[config.mk]
export PLATFORM = sky130hd
export DESIGN_NAME = fp_align_seq_flat
export DESIGN_NICKNAME = d
export VERILOG_FILES = /design/src/rtl/fp_align_seq_if.sv /design/src/rtl/fp_align_seq.sv /design/src/flat_wrapper.sv
export SDC_FILE = /design/constraint.sdc
export NUM_CORES = 1
export LEC_CHECK = 0
export CELL_PAD_IN_SITES_DETAIL_PLACEMENT = 0
export CELL_PAD_IN_SITES_GLOBAL_PLACEMENT = 1
export CORE_ASPECT_RATIO = 1.25
export CORE_MARGIN = 2
export CORE_UTILIZATION = 33
export DETAILED_ROUTE_END_ITERATION = 16
export PLACE_DENSITY_LB_ADDON = 0.1
export SETUP_SLACK_MARGIN = 0.02
export SYNTH_ARGS = -nofsm -noshare
export SYNTH_HDL_FRONTEND = slang
export SYNTH_SLANG_ARGS = --single-unit
[constraint.sdc]
create_clock -name clk -period 2.8 [get_ports clk]
set_input_delay 0.28 -clock clk [delete_from_list [all_inputs] [get_ports clk]]
set_output_delay 0.28 -clock clk [all_outputs]
set_load 0.02 [all_outputs]
[src/rtl/fp_align_seq_if.sv]
// Request/response bundle for the alignment sequencer.
// slave  : sequencer side (takes requests, produces results)
// master : requester/consumer side
interface fp_align_seq_if #(
  parameter int A_WIDTH   = 23,
  parameter int SH_WIDTH  = 8,
  parameter int TAG_WIDTH = 4
);
  logic                 in_valid;
  logic                 in_ready;
  logic [A_WIDTH-1:0]   in_a;
  logic [SH_WIDTH-1:0]  in_sh;
  logic [TAG_WIDTH-1:0] in_tag;
  logic                 out_valid;
  logic                 out_ready;
  logic [A_WIDTH-1:0]   out_b;
  logic                 out_stk;
  logic [TAG_WIDTH-1:0] out_tag;
  logic                 busy;

  modport slave (
    input  in_valid, in_a, in_sh, in_tag, out_ready,
    output in_ready, out_valid, out_b, out_stk, out_tag, busy
  );

  modport master (
    output in_valid, in_a, in_sh, in_tag, out_ready,
    input  in_ready, out_valid, out_b, out_stk, out_tag, busy
  );
endinterface

[src/rtl/fp_align_seq.sv]
// Multi-cycle right-shift-with-sticky sequencer for FP exponent alignment.
// A large shift is broken into steps of at most STEP_MAX bits per cycle so
// only a narrow shifter is needed; bits shifted out are ORed into sticky.
// Optional macro FP_ALIGN_SEQ_FAST_SAT_EN: shifts >= A_WIDTH finish in a
// single SHIFT cycle (same result, shorter latency).
//
// state   | meaning
// S_IDLE  | waiting for a request, in_ready high
// S_SHIFT | applying one bounded shift step per cycle
// S_DONE  | result held on outputs until out_ready
module fp_align_seq #(
  parameter int A_WIDTH    = 23,
  parameter int SH_WIDTH   = 8,
  parameter int STEP_WIDTH = 3,
  parameter int TAG_WIDTH  = 4
) (
  input  logic           clk,
  input  logic           rst_n,
  fp_align_seq_if.slave  bus
);

  localparam int STEP_MAX = (1 << STEP_WIDTH) - 1;
  // Common width so the step clamp works whichever of rem/step is wider.
  localparam int CW = (SH_WIDTH > STEP_WIDTH) ? SH_WIDTH : STEP_WIDTH;

  typedef enum logic [1:0] {S_IDLE, S_SHIFT, S_DONE} state_t;

  state_t               r_state;
  state_t               w_state_nxt;
  logic [A_WIDTH-1:0]   r_a;
  logic [SH_WIDTH-1:0]  r_rem;
  logic [TAG_WIDTH-1:0] r_tag;
  logic                 r_stk;

  logic [CW-1:0]        w_rem_ext;
  logic [CW-1:0]        w_step;
  logic [SH_WIDTH-1:0]  w_step_sh;
  logic [SH_WIDTH-1:0]  w_rem_nxt;
  logic [A_WIDTH-1:0]   w_lost_mask;
  logic                 w_accept;
  logic                 w_last;

  assign w_rem_ext   = CW'(r_rem);
  assign w_step      = (w_rem_ext < CW'(STEP_MAX)) ? w_rem_ext : CW'(STEP_MAX);
  // step <= rem, so truncating back to SH_WIDTH is lossless and rem cannot underflow.
  assign w_step_sh   = SH_WIDTH'(w_step);
  assign w_rem_nxt   = r_rem - w_step_sh;
  // Shift amounts >= A_WIDTH give an all-ones mask, so every bit counts as lost.
  assign w_lost_mask = ~({A_WIDTH{1'b1}} << w_step);
  assign w_accept    = bus.in_valid && (r_state == S_IDLE);

`ifdef FP_ALIGN_SEQ_FAST_SAT_EN
  localparam logic [31:0] A_W32 = A_WIDTH;
  logic r_sat;
  logic w_in_sat;
  assign w_in_sat = (32'(bus.in_sh) >= A_W32);
  assign w_last   = r_sat || (w_rem_nxt == '0);
`else
  assign w_last   = (w_rem_nxt == '0);
`endif

  // State register.
  always_ff @(posedge clk or negedge rst_n) begin
    if (!rst_n) r_state <= S_IDLE;
    else        r_state <= w_state_nxt;
  end

  // Next-state decode.
  always_comb begin
    w_state_nxt = r_state;
    case (r_state)
      S_IDLE:  if (w_accept) w_state_nxt = (bus.in_sh == '0) ? S_DONE : S_SHIFT;
      S_SHIFT: if (w_last) w_state_nxt = S_DONE;
      S_DONE:  if (bus.out_ready) w_state_nxt = S_IDLE;
      default: w_state_nxt = S_IDLE;
    endcase
  end

  // Datapath: capture on accept, one bounded shift step per SHIFT cycle.
  always_ff @(posedge clk or negedge rst_n) begin
    if (!rst_n) begin
      r_a   <= '0;
      r_rem <= '0;
      r_tag <= '0;
      r_stk <= 1'b0;
`ifdef FP_ALIGN_SEQ_FAST_SAT_EN
      r_sat <= 1'b0;
`endif
    end else if (w_accept) begin
      r_a   <= bus.in_a;
      r_rem <= bus.in_sh;
      r_tag <= bus.in_tag;
      r_stk <= 1'b0;
`ifdef FP_ALIGN_SEQ_FAST_SAT_EN
      r_sat <= w_in_sat;
`endif
    end else if (r_state == S_SHIFT) begin
`ifdef FP_ALIGN_SEQ_FAST_SAT_EN
      if (r_sat) begin
        r_a   <= '0;
        r_stk <= r_stk | (|r_a);
        r_rem <= '0;
        r_sat <= 1'b0;
      end else begin
        r_a   <= r_a >> w_step;
        r_stk <= r_stk | (|(r_a & w_lost_mask));
        r_rem <= w_rem_nxt;
      end
`else
      r_a   <= r_a >> w_step;
      r_stk <= r_stk | (|(r_a & w_lost_mask));
      r_rem <= w_rem_nxt;
`endif
    end
  end

  assign bus.in_ready  = (r_state == S_IDLE);
  assign bus.out_valid = (r_state == S_DONE);
  assign bus.busy      = (r_state != S_IDLE);
  assign bus.out_b     = r_a;
  assign bus.out_stk   = r_stk;
  assign bus.out_tag   = r_tag;

endmodule

[src/flat_wrapper.sv]
// flat-port wrapper written by rule: the top's interface ports become plain ports
module fp_align_seq_flat 
#(
  parameter int A_WIDTH    = 23,
  parameter int SH_WIDTH   = 8,
  parameter int STEP_WIDTH = 3,
  parameter int TAG_WIDTH  = 4
)
  (clk, rst_n, bus_in_valid, bus_in_a, bus_in_sh, bus_in_tag, bus_out_ready, bus_in_ready, bus_out_valid, bus_out_b, bus_out_stk, bus_out_tag, bus_busy);
  fp_align_seq_if #(.A_WIDTH(A_WIDTH), .SH_WIDTH(SH_WIDTH), .TAG_WIDTH(TAG_WIDTH)) bus_i ();
  input  logic clk;
  input  logic rst_n;
  input wire logic [$bits(bus_i.in_valid)-1:0] bus_in_valid;
  input wire logic [$bits(bus_i.in_a)-1:0] bus_in_a;
  input wire logic [$bits(bus_i.in_sh)-1:0] bus_in_sh;
  input wire logic [$bits(bus_i.in_tag)-1:0] bus_in_tag;
  input wire logic [$bits(bus_i.out_ready)-1:0] bus_out_ready;
  output wire logic [$bits(bus_i.in_ready)-1:0] bus_in_ready;
  output wire logic [$bits(bus_i.out_valid)-1:0] bus_out_valid;
  output wire logic [$bits(bus_i.out_b)-1:0] bus_out_b;
  output wire logic [$bits(bus_i.out_stk)-1:0] bus_out_stk;
  output wire logic [$bits(bus_i.out_tag)-1:0] bus_out_tag;
  output wire logic [$bits(bus_i.busy)-1:0] bus_busy;
  assign bus_i.in_valid = bus_in_valid;
  assign bus_i.in_a = bus_in_a;
  assign bus_i.in_sh = bus_in_sh;
  assign bus_i.in_tag = bus_in_tag;
  assign bus_i.out_ready = bus_out_ready;
  assign bus_in_ready = bus_i.in_ready;
  assign bus_out_valid = bus_i.out_valid;
  assign bus_out_b = bus_i.out_b;
  assign bus_out_stk = bus_i.out_stk;
  assign bus_out_tag = bus_i.out_tag;
  assign bus_busy = bus_i.busy;
  fp_align_seq #(.A_WIDTH(A_WIDTH), .SH_WIDTH(SH_WIDTH), .STEP_WIDTH(STEP_WIDTH), .TAG_WIDTH(TAG_WIDTH)) u_core (.clk(clk), .rst_n(rst_n), .bus(bus_i));
endmodule
==> impl_results.md <==
* DP HPWL at just under 8 mm
* Final Skew at between 0.004 and 0.005 ns
* DIE AREA at 9871 µm²
* Power Internal at 2.353 mW
* Clock-pin transition on the worst setup and hold timing paths at 0.08 ns
* Sequential share of the synthesized area at 31.71%
* CP max FO at 3
* Die Width at 89.27 µm
* # rows at 38
* Initial drt markers at 229
* Hold Path Class: primary input to asynchronous set/reset pin
* Crit path arrival time at 2.83 ns
* Max Slew Vio Count at 0
* GR Overflow Total at 0
* CP required at 2.98 ns
* F_max at between 300 and 400 MHz
* CTS Buf Count at 5
* Multi-input gate area at 1907 µm²
* Vias in the first global route at 3310
* Kind of critical path: flop to flop
* Setup TNS at 0 ns
* Yosys warning total at 0
* I/O Pins at 70
* Synth area leaders: dfrtp_1 32%, nand2_1 7.4%, a21oi_1 6.0%, mux2_2 4.1%, mux2i_1 3.7%
* Post-synth ARST share at between 90% and 100%
* Final Power at 4.599 mW
* Vias per std cell at approximately 5.9
* Die Y at 110.6 µm
* FILL cells at 915
* Post-synthesis average cell area at between 7 and 8 µm²
* GPL Wtd Cong at between 0.8 and 0.9
* DRC at 0
* Initial Utilization at approximately a third
* Switching Share at approximately half
* CTS root buf: clkbuf_8
* Largest net degree at the start of global routing at 39
* Reg2Reg Setup Slack at 0.16 ns
* Post-DRT Antenna Nets at 0
* Register area at 950.9 µm²
* Synth Cell Area at 2999 µm²
* Initial antenna violation count at 0
* Global-route wire length before repair at approximately 18 mm
* Flop pwr share at 24.4%
* TritonCTS sink count at 38
* # hold bufs at CTS at 0
* Yosys reg bits at 38
* Max-cap check violation count at 0
* P_leak at 1.628 nW
* Power share of the clock group at 10.0%
* Gr usage total at 23.31%
* Worst Tran Pin Value at a little over 0.9 ns
* Syn_nets at 418
* Rel. slew slack at about two fifths
* Clk buf depth at 2
* Sw Pwr at 2.246 mW
* Count of final setup violators at 0
* Antenna cells at 0
* RSZ-0062 raised after global routing: no
* Vias at 3330
* Core Area at 8748 µm²
* DRT Pass-1 Iters at 5
* Status: completed
* Post-synth EDFFs at 0
* Area grow syn2layout at 34.63%
* Critical Path End Type: flop
* Drt total wl at 11.19 mm
* Final Hold Viols at 0
* H-tree depth at 2
* Top FF cell, synth: dfrtp_1
* Worst skew pair latency at ~0.3 ns
* Peak supply drop at approximately 0.36 mV
* Post-synth top area share at 31.71%
* Share of layout cells above drive strength 1 at between 10 and 15%
* Synth unique cells at 57
* CTS tree: done
* Final #Nets at 487
* Synth area leader: dfrtp_1
* Combinational share of power at 65.6%
* Power Dens Cells at roughly 1100 nW/µm²
* Min Tclk post-route at 2.643 ns
* Startpoint Class: flop
* Port bufs at 69
* Fin crit share at 94.39%
* Routed wire per std cell at between 15 and 20 µm
* Syn Inst Count at 378
-- final timing paths --
check | to | startpoint | cells past startpoint
min | u_core.bus.out_b[18] | rst_n | 1
min reg2reg | u_core.bus.out_tag[3] | u_core.bus.out_tag[3] | 2
max reg2reg | u_core.r_state[0] | u_core.r_rem[4] | 9
max | u_core.r_state[0] | u_core.r_rem[4] | 9
min in group clk | u_core.bus.out_tag[3] | u_core.bus.out_tag[3] | 2
max in group asynchronous | u_core.bus.out_b[13] | rst_n | 1
-- logic make-up after synthesis --
| kind of cell | share of synthesized area (%) |
|---|---|
| and+or+nand+nor | 23.28 |
| AOI/OAI and AO/OA | 30.83 |
| buffers and inverters | 5.632 |
| DFF | 31.71 |
| muxes | 7.802 |
| adders and majority gates | 0.7509 |
-- sequential cells by signal, summed over array words and instances (netlist names) --
name / cells
u_core.r_rem: 8
u_core.bus.out_b: 23
u_core.bus.out_tag: 4
u_core.bus.out_stk: 1
u_core.r_state: 2
-- layout by cell type (no fill, tap or decap), types with 3 or more instances in the layout --
| cell | n |
|---|---|
| clkdlybuf4s50_1 | 68 |
| nand2_1 | 59 |
| dfrtp_1 | 38 |
| a21oi_1 | 36 |
| buf_4 | 27 |
| nor2_1 | 26 |
| o21ai_0 | 22 |
| nand3_1 | 13 |
| mux2_2 | 11 |
| mux2i_1 | 11 |
| and3_1 | 9 |
| nor3_1 | 8 |
| clkbuf_8 | 8 |
| a221oi_1 | 7 |
| a22o_1 | 7 |
| or3_1 | 6 |
| a22oi_1 | 6 |
| o22ai_1 | 6 |
| a211oi_1 | 5 |
| a221o_1 | 4 |
| o22a_1 | 4 |
| o31ai_1 | 4 |
| or2_2 | 3 |
| inv_1 | 3 |
| a311o_1 | 3 |
| and2_1 | 3 |
| or4_1 | 3 |
| o221ai_1 | 3 |
| o2bb2ai_1 | 3 |
| a31o_1 | 3 |
| o211ai_1 | 3 |
-- cells in the mapped netlist, types with 5 or more instances --
library cell / instances
a22o_1: 7
buf_2: 6
a221oi_1: 8
and3_1: 9
mux2i_1: 11
a211oi_1: 5
mux2_2: 11
nand2_1: 59
dfrtp_1: 38
or3_1: 7
nor2_1: 27
nor3_1: 8
nand3_1: 13
a21oi_1: 36
o21ai_0: 22
o22ai_1: 6
clkbuf_1: 25
a22oi_1: 6
-- power by group through the flow --
stage                     sequential [mW]  clock, mW  combinational, mW
final                                1.12      0.459               3.02
after global routing                 1.16      0.495               3.30
after CTS                            1.11      0.474               2.97
after detailed placement             1.12          0               2.95
after global placement               1.12          0               2.95
after floorplan                      1.15          0               1.82
-- worst max-delay path, stage by stage (launching register included) --
cell and delay [ns]:
dfrtp_1 0.39, or4_4 0.57, nor2_4 0.14, or2_2 0.13, ha_1 0.23, a311o_1 0.30
a221oi_2 0.17, nand3_1 0.10, or3_4 0.38, o2bb2ai_1 0.13
-- cell type report --
class | count | area share, %
clock buffer | 8 | 2.727
sequential | 38 | 23.55
inverter | 3 | 0.2789
multi-input combinational | 302 | 47.23
timing repair buffer | 97 | 22.50
tap | 120 | 3.719
-- metal layers --
layer | vias up | track usage, % | share of wire, %
met2 | 133 | 36.49 | 49
met5 | - | 0 | 0
li1 | 1559 | - | -
met1 | 1616 | 32.48 | 42
met3 | 22 | 3.438 | 6.4
met4 | 0 | 7.662 | 2.5
-- through the flow --
step	util [%]	cells	hold WS [ns]	setup WS (ns)	instance area [µm²]
2_1_floorplan	-	378	-0.01559	0.02926	3014
3_3_place_gp	44.62	558	0.4591	0.1528	3904
3_5_place_dp	44.62	558	0.4630	0.1125	3904
4_1_cts	45.88	566	0.1518	0.09333	4014
5_1_grt	46.15	568	0.1870	0.03638	4038
6_report	46.15	568	0.1112	0.1570	4038
-- what timing repair did --
action / in CTS / in global routing
setup buffers: 0 / 2
endpoints found under the setup margin: 0 / 2
resized for setup: 0 / 2
Power figures use the tool's default switching activity.
